## src/rtl/gcd_pkg.sv

```systemverilog
// Constants shared between the GCD datapath and its controller.
package gcd_pkg;
   localparam int WIDTH_DEF = 8;
   localparam int CNT_W_DEF = 8;

   // Mux select encodings driven by the controller on x_sel / y_sel
   localparam logic SEL_IN  = 1'b0;
   localparam logic SEL_SUB = 1'b1;
endpackage

```

## src/rtl/gcd_datapath_if.sv

```systemverilog
// Controller <-> datapath strobe/status bundle; the controller is the master.
interface gcd_datapath_if;
   logic x_sel;
   logic x_ld;
   logic y_sel;
   logic y_ld;
   logic d_ld;
   logic x_neq_y;
   logic x_lt_y;

   modport master (output x_sel, x_ld, y_sel, y_ld, d_ld,
                   input  x_neq_y, x_lt_y);
   modport slave  (input  x_sel, x_ld, y_sel, y_ld, d_ld,
                   output x_neq_y, x_lt_y);
endinterface

```

## src/rtl/gcd_subcmp.sv

```systemverilog
// Combinational subtract/compare unit: both wrapping differences plus != and unsigned <.
module gcd_subcmp
   import gcd_pkg::*;
#(
   parameter int WIDTH = WIDTH_DEF
) (
   input  logic [WIDTH-1:0] a_i,
   input  logic [WIDTH-1:0] b_i,
   output logic [WIDTH-1:0] a_minus_b_o,
   output logic [WIDTH-1:0] b_minus_a_o,
   output logic             neq_o,
   output logic             lt_o
);
   assign a_minus_b_o = a_i - b_i;
   assign b_minus_a_o = b_i - a_i;
   assign neq_o       = (a_i != b_i);
   assign lt_o        = (a_i < b_i);
endmodule

```

## src/rtl/gcd_datapath.sv

```systemverilog
// GCD datapath: X/Y/D registers, subtract-and-swap muxing, saturating step counter.
// Status is combinational from X/Y only, so it reflects a load one cycle after its strobe.
module gcd_datapath
   import gcd_pkg::*;
#(
   parameter int WIDTH = WIDTH_DEF,
   parameter int CNT_W = CNT_W_DEF
) (
   input  logic               CLK,
   input  logic               RESET,
   input  logic [WIDTH-1:0]   x_i,
   input  logic [WIDTH-1:0]   y_i,
   gcd_datapath_if.slave      ctrl,
   output logic [WIDTH-1:0]   d_o,
   output logic               d_valid,
   output logic [CNT_W-1:0]   iter_cnt
);
   logic [WIDTH-1:0] x_q, x_d;
   logic [WIDTH-1:0] y_q, y_d;
   logic [WIDTH-1:0] d_q, d_d;
   logic             d_valid_q, d_valid_d;
   logic [CNT_W-1:0] cnt_q, cnt_d;

   logic [WIDTH-1:0] x_minus_y, y_minus_x;
   logic             opnd_load, sub_step;

   gcd_subcmp #(.WIDTH(WIDTH)) u_subcmp (
      .a_i         (x_q),
      .b_i         (y_q),
      .a_minus_b_o (x_minus_y),
      .b_minus_a_o (y_minus_x),
      .neq_o       (ctrl.x_neq_y),
      .lt_o        (ctrl.x_lt_y)
   );

   assign opnd_load = (ctrl.x_ld && ctrl.x_sel == SEL_IN)  || (ctrl.y_ld && ctrl.y_sel == SEL_IN);
   assign sub_step  = (ctrl.x_ld && ctrl.x_sel == SEL_SUB) || (ctrl.y_ld && ctrl.y_sel == SEL_SUB);

   always_comb begin
      x_d       = x_q;
      y_d       = y_q;
      d_d       = d_q;
      d_valid_d = d_valid_q;
      cnt_d     = cnt_q;

      if (ctrl.x_ld) x_d = (ctrl.x_sel == SEL_SUB) ? x_minus_y : x_i;
      if (ctrl.y_ld) y_d = (ctrl.y_sel == SEL_SUB) ? y_minus_x : y_i;

      // A result capture in the same cycle as a new operand load keeps d_valid set
      if (ctrl.d_ld) begin
         d_d       = x_q;
         d_valid_d = 1'b1;
      end else if (opnd_load) begin
         d_valid_d = 1'b0;
      end

      if (opnd_load)
         cnt_d = '0;
      else if (sub_step && cnt_q != {CNT_W{1'b1}})
         cnt_d = cnt_q + 1'b1;
   end

   always_ff @(posedge CLK) begin
      if (RESET) begin
         x_q       <= '0;
         y_q       <= '0;
         d_q       <= '0;
         d_valid_q <= 1'b0;
         cnt_q     <= '0;
      end else begin
         x_q       <= x_d;
         y_q       <= y_d;
         d_q       <= d_d;
         d_valid_q <= d_valid_d;
         cnt_q     <= cnt_d;
      end
   end

   assign d_o      = d_q;
   assign d_valid  = d_valid_q;
   assign iter_cnt = cnt_q;
endmodule

```

## src/flat_wrapper.sv

```systemverilog
// flat-port wrapper written by rule: the top's interface ports become plain ports
module gcd_datapath_flat import gcd_pkg::*;
#(
   parameter int WIDTH = WIDTH_DEF,
   parameter int CNT_W = CNT_W_DEF
)
  (CLK, RESET, x_i, y_i, d_o, d_valid, iter_cnt, ctrl_x_sel, ctrl_x_ld, ctrl_y_sel, ctrl_y_ld, ctrl_d_ld, ctrl_x_neq_y, ctrl_x_lt_y);
  gcd_datapath_if ctrl_i ();
  input  logic CLK;
  input  logic RESET;
  input  logic [WIDTH-1:0] x_i;
  input  logic [WIDTH-1:0] y_i;
  output logic [WIDTH-1:0] d_o;
  output logic d_valid;
  output logic [CNT_W-1:0] iter_cnt;
  input wire logic [$bits(ctrl_i.x_sel)-1:0] ctrl_x_sel;
  input wire logic [$bits(ctrl_i.x_ld)-1:0] ctrl_x_ld;
  input wire logic [$bits(ctrl_i.y_sel)-1:0] ctrl_y_sel;
  input wire logic [$bits(ctrl_i.y_ld)-1:0] ctrl_y_ld;
  input wire logic [$bits(ctrl_i.d_ld)-1:0] ctrl_d_ld;
  output wire logic [$bits(ctrl_i.x_neq_y)-1:0] ctrl_x_neq_y;
  output wire logic [$bits(ctrl_i.x_lt_y)-1:0] ctrl_x_lt_y;
  assign ctrl_i.x_sel = ctrl_x_sel;
  assign ctrl_i.x_ld = ctrl_x_ld;
  assign ctrl_i.y_sel = ctrl_y_sel;
  assign ctrl_i.y_ld = ctrl_y_ld;
  assign ctrl_i.d_ld = ctrl_d_ld;
  assign ctrl_x_neq_y = ctrl_i.x_neq_y;
  assign ctrl_x_lt_y = ctrl_i.x_lt_y;
  gcd_datapath #(.WIDTH(WIDTH), .CNT_W(CNT_W)) u_core (.CLK(CLK), .RESET(RESET), .x_i(x_i), .y_i(y_i), .ctrl(ctrl_i), .d_o(d_o), .d_valid(d_valid), .iter_cnt(iter_cnt));
endmodule
```

## config.mk

```make
export PLATFORM = sky130hd
export DESIGN_NAME = gcd_datapath_flat
export DESIGN_NICKNAME = d
export VERILOG_FILES = /design/src/rtl/gcd_pkg.sv /design/src/rtl/gcd_datapath_if.sv /design/src/rtl/gcd_subcmp.sv /design/src/rtl/gcd_datapath.sv /design/src/flat_wrapper.sv
export SDC_FILE = /design/constraint.sdc
export NUM_CORES = 1
export LEC_CHECK = 0
export CORE_ASPECT_RATIO = 0.75
export CORE_MARGIN = 10
export CORE_UTILIZATION = 35
export CTS_CLUSTER_SIZE = 24
export DETAILED_ROUTE_END_ITERATION = 12
export PLACE_DENSITY_LB_ADDON = 0.3
export SYNTH_ARGS = -nofsm -noshare
export SYNTH_HDL_FRONTEND = slang
export SYNTH_SLANG_ARGS = --single-unit
```

## constraint.sdc

```tcl
create_clock -name CLK -period 1.9 [get_ports CLK]
set_input_delay 0.285 -clock CLK [delete_from_list [all_inputs] [get_ports CLK]]
set_output_delay 0.285 -clock CLK [all_outputs]
set_load 0.03 [all_outputs]
```

Word-level counts from Yosys, hierarchy flattened

Cells that the tools add are included.

Input port bits: 23
Output and inout bits: 19
Bits in registers: 33
Memory bits (writable): 0
Memories kept: 0
Latch bits: 0
ROM bits: 0

Muxes and demuxes: 4
Add/sub/neg operators: 3
Div/mod/pow operators: 0
Multiply operators: 0
Bitwise operators: 2
Eq/ne operators: 2
Shifts and indexed selects: 0
Magnitude comparators: 1
Reductions and logical operators: 9

Operators with widths:

| cell                  | count |
|---|---|
| $mux W8               | 2 |
| $sub A8 B8 Y8         | 2 |
| $add A8 B1 Y8 const B | 1 |
| $lt A8 B8 Y1          | 1 |
| $ne A8 B8 Y1          | 1 |
| $ne A8 B8 Y1 const B  | 1 |
| $logic_and A1 B1 Y1   | 5 |
| $logic_or A1 B1 Y1    | 2 |
| $mux W1               | 2 |
| $not A1 Y1            | 2 |
| $reduce_bool A2 Y1    | 1 |
| $reduce_or A2 Y1      | 1 |

Logic depth before layout (Yosys ltp)

Depth after elaboration: 5
Mapped depth: 10

Modules after synthesis

Synthesis repeated with hierarchy kept, for this count alone.

Cells, all modules: 261
Area total of the unflattened synthesis: 2307.2 um2

By module, submodules not included:

| module       | area each (um2) | instances | seq. area each (um2) | cells an instance |
|---|---|---|---|---|
| gcd_datapath | 1566.5          | 1         | 660.6                | 156 |
| gcd_subcmp   | 740.7           | 1         | 0.0                  | 105 |

Worst setup path after synthesis

Ideal clock, no wire load.

Path type: flip-flop to output port
From: register u_core.x_q[2]
To: output ctrl_x_lt_y
Required time: 1.615 ns
Stages on the path, launching flop included: 11
Path slack: -0.370 ns
Data arrival time: 1.985 ns
Cell sequence: dfxtp_1 inv_1 ha_1 buf_2 nor2b_1 o21ai_0 nand2b_1 a21o_1 a21oi_2 a21oi_1 nor2_1

Cells in the longest elaborated chain, start to end: 1

Ends and longest elaborated chain:

| item                   | RTL line           | RTL |
|---|---|---|
| start, declared        | gcd_datapath.sv:18 | `logic [WIDTH-1:0] x_q, x_d;` |
| start signal, assigned | gcd_datapath.sv:65 | `x_q <= '0;` |
| start signal, assigned | gcd_datapath.sv:71 | `x_q <= x_d;` |
| $lt A8 B8 Y1           | gcd_subcmp.sv:17   | `assign lt_o = (a_i < b_i);` |
| end, declared          | flat_wrapper.sv:22 | `output wire logic [$bits(ctrl_i.x_lt_y)-1:0] ctrl_x_lt_y;` |

Every way passes these cells.

Worst setup path in the final report

From: register u_core.x_q[0]
To: output ctrl_x_lt_y

The elaborated chain is that of the path after synthesis.

==> flow_summary_export.csv <==
group,metric,value,unit
outcome,status,"complete, but fails checks",
outcome,violations,"negative setup slack",
place,io_buffers,41,
power_and_ir_drop,internal_power,1.65,mW
power_and_ir_drop,p_switching,827,uW
setup_path,reg2reg_depth,11,
hold_path,hold_path_depth,2,
grt,grt_start_max_net_pins,26,
grt,grt.overflow.total,0,
clock_network,cts_buffer_depth,2,
setup_path,crit_required,1620,ps
logic_synthesis,synthCells,244,
timing,relSlewSlack,0.788,
grt,grt_pass1_vias,1950,
logic_synthesis,synth.distinct_cells,37,
setup_path,path_common_cell,"a21oi_2",
hold_path,hp-class,"register to register",
logic_synthesis,seq_area_frac_synth,0.323,
floorplan,chipWidth,108,um
setup_path,worst_path_max_delay_cell,"fa_2",
setup_path,critPathBufInv,2,
floorplan,rows,24,
setup_path,reg2reg_slack,-100,ps
power_and_ir_drop,power_density,781,nW/um^2
final_layout,drive_gt1_frac,0.329,
floorplan,initial_utilization,0.357,
logic_synthesis,syn_avg_cell_area,8.39,sq um
drt,totalWireLength,5760,um
final_layout,fin_nets,365,
final_layout,synthToLayoutAreaGrowth,55.0,%
clock_network,cts_max_level,2,
setup_path,crit_path_end_kind,"output port",
setup_path,arrival,2010,ps
drt,drc,0,
clock_network,cts_inserted_buffers,5,
setup_path,cp_top_family,"adder cells",
grt,antenna_found_initial,0,
drt,wl_per_cell,14.3,um
timing,tightestPinTransition,317,ps
logic_synthesis,syn_nets,285,
floorplan,dieHeight,86.2,um
drt,via_per_inst,4.72,
place,dp_slack,-211,ps
logic_synthesis,ys_seq_elements,33,
timing,hold_ws,466,ps
timing,layout_setup_ws,-390,ps
clock_network,tritoncts,"done",
grt,grt_pass1_wl,9440,um
logic_synthesis,syn_area,2050,sq um
drt,drt_iter0_drc,99,
clock_network,ctsHoldBuffers,0,
timing,rsz0062_at_grt,"true",
timing,slew_violations,0,
clock_network,clk_latency,280,ps
power_and_ir_drop,sw_frac_of_total,0.334,
timing,fin_crit_sh,1.21,
setup_path,r2r_end,"u_core.x_q[6]",
grt,grt_use_total,0.124,
power_and_ir_drop,power_frac_seq,0.316,
final_layout,finalNonFillerCells,403,
place,hpwl,4360,um
final_layout,antennaDiodeCount,0,
setup_path,startpoint_type,"register",
setup_path,slowest_delay,390,ps
power_and_ir_drop,ir_worst_vdd,0.335,mV
timing,finalHoldViolCount,0,
place,place_congestion,0.881,
power_and_ir_drop,p_leak,1.33,nW
clock_network,cts_sinks,33,
clock_network,clk_pin_slew_worst_paths,70,ps
floorplan,die-area,9340,sq um
clock_network,cts_root_buffer,"clkbuf_8",
setup_path,critical_path_class,"register to output port",
setup_path,timing.rr.start,"u_core.x_q[0]",
logic_synthesis,yosysWarnings,0,
place,placed_cells,386,
drt,ant_nets,0,
drt,first_pass_iters,4,
final_layout,fillers,530,
flow_run,cap_violations,0,
power_and_ir_drop,pwr-share-comb,0.447,
hold_path,min_from,"u_core.d_valid",
setup_path,worstPathCellList,"inv_2, ha_4, fa_2, nor2b_2, o21ai_2, nand2b_1, a21o_1, a21oi_2, a21oi_2, nor2_4, buf_6",
floorplan,core_area,5740,sq um
hold_path,whs_endpoint,"u_core.d_valid",
timing,skew,7.77,ps
power_and_ir_drop,power_frac_clock,0.237,
timing,setup_viol,3,
timing,fmax,437,MHz
drt,vias,1901,
setup_path,path_max_fanout,2,
timing,period_minus_slack,2290,ps
floorplan,ios,42,
## power groups by stage
stage                     combinational, mW  clock, mW  sequential, mW
final                                  1.11      0.588           0.782
after global routing                   1.21      0.628           0.788
after CTS                             0.951      0.595           0.777
after detailed placement              0.894          0           0.788
after global placement                0.888          0           0.786
after floorplan                       0.528          0           0.816
## worst max path at each step
| stage | cells after the start | from | endpoint |
|---|---|---|---|
| final | 11 | u_core.x_q[0] | ctrl_x_lt_y |
| after global routing | 11 | u_core.x_q[0] | ctrl_x_lt_y |
| after CTS | 10 | u_core.x_q[3] | ctrl_x_lt_y |
| after detailed placement | 11 | u_core.x_q[0] | ctrl_x_lt_y |
| after global placement | 5 | u_core.x_q[4] | ctrl_x_neq_y |
| after floorplan | 10 | u_core.x_q[2] | ctrl_x_lt_y |
## Yosys cell counts (all sizes together)
cell type / n / area share
a211oi: 13 / 0.048
a21o: 3 / 0.011
a21oi: 12 / 0.035
a221o: 1 / 0.0049
a221oi: 1 / 0.0073
a222oi: 1 / 0.0049
a311oi: 1 / 0.0043
a31oi: 3 / 0.017
and2: 1 / 0.0037
buf: 6 / 0.014
clkbuf: 7 / 0.013
dfxtp: 33 / 0.32
fa: 2 / 0.020
ha: 16 / 0.098
inv: 28 / 0.051
mux2i: 18 / 0.088
nand2: 10 / 0.018
nand2b: 2 / 0.0061
nand3: 3 / 0.0073
nand4: 3 / 0.017
nor2: 36 / 0.066
nor2b: 4 / 0.012
nor3: 3 / 0.0098
o211ai: 1 / 0.0037
o21ai: 15 / 0.037
o21bai: 1 / 0.0037
o22ai: 1 / 0.0031
or2: 1 / 0.0031
or3: 4 / 0.012
xnor2: 6 / 0.026
xor2: 8 / 0.034
## worst register-to-register path: cells and delay by family (launching register included)
kind	cells	cell delay [ps]
AOI/OAI and AO/OA	4	500
buffers and inverters	2	180
xor gates and xnor gates	1	140
and+or+nand+nor	2	220
DFF	1	330
adders and majority gates	2	550
## cell usage in the layout, fill, tap and decap left out, types with 8 or more instances in the layout
cell type / count
o21ai_0: 11
inv_1: 25
nor2_1: 35
ha_1: 8
a211oi_1: 10
dfxtp_2: 10
nand2_1: 8
mux2i_1: 18
buf_4: 39
clkdlybuf4s50_1: 39
dfxtp_1: 22
## sequential cells by signal, summed over array words and instances, names as in the netlist
register	count
u_core.y_q	8
u_core.x_q	8
u_core.d_valid	1
u_core.iter_cnt	8
u_core.d_o	8
## metal layers
| metal | global-route usage | part of all wire |
|---|---|---|
| met5 | 0 | 0 |
| met4 | 0.0311 | 0.0043 |
| met3 | 0.0363 | 0.052 |
| met2 | 0.179 | 0.44 |
| met1 | 0.174 | 0.50 |
## cell families (layout without fill, tap and decap cells)
logic type | Yosys count | count (layout) | share of synthesized area
AOI/OAI and AO/OA | 53 | 53 | 0.178
xor gates and xnor gates | 14 | 14 | 0.0599
adders and majority gates | 18 | 18 | 0.117
buffers and inverters | 41 | 122 | 0.0782
DFF | 33 | 33 | 0.323
muxes | 18 | 18 | 0.0880
and+or+nand+nor | 67 | 67 | 0.155
## through the flow
step                setup TNS (ps)   util  power (mW)  cell area (sq um)
global route                 -1120  0.553        2.63               3170
CTS                           -484  0.516        2.32               2960
detailed placement            -934  0.485        1.68               2780
global placement              -667  0.485        1.67               2780
finish                        -529  0.553        2.48               3170
floorplan                    -69.8      -        1.34               2070
## area by class of cell
cell class / instances / area, sq um / area share
clock buffer: 7 / 96.3 / 0.0304
clock inverter: 1 / 5.00 / 0.00158
inverter: 28 / 105 / 0.0331
multi-input combinational: 170 / 1410 / 0.446
sequential: 33 / 677 / 0.213
tap: 78 / 97.6 / 0.0308
timing repair buffer: 86 / 777 / 0.245
## repair_timing
action | 4_1_cts | 5_1_grt
setup endpoints to repair | 7 | 11
pin swaps | 9 | 33
setup buffers | 2 | 8
resized for setup | 22 | 40
cloned | 0 | 0
Power figures use the tool's default switching activity.
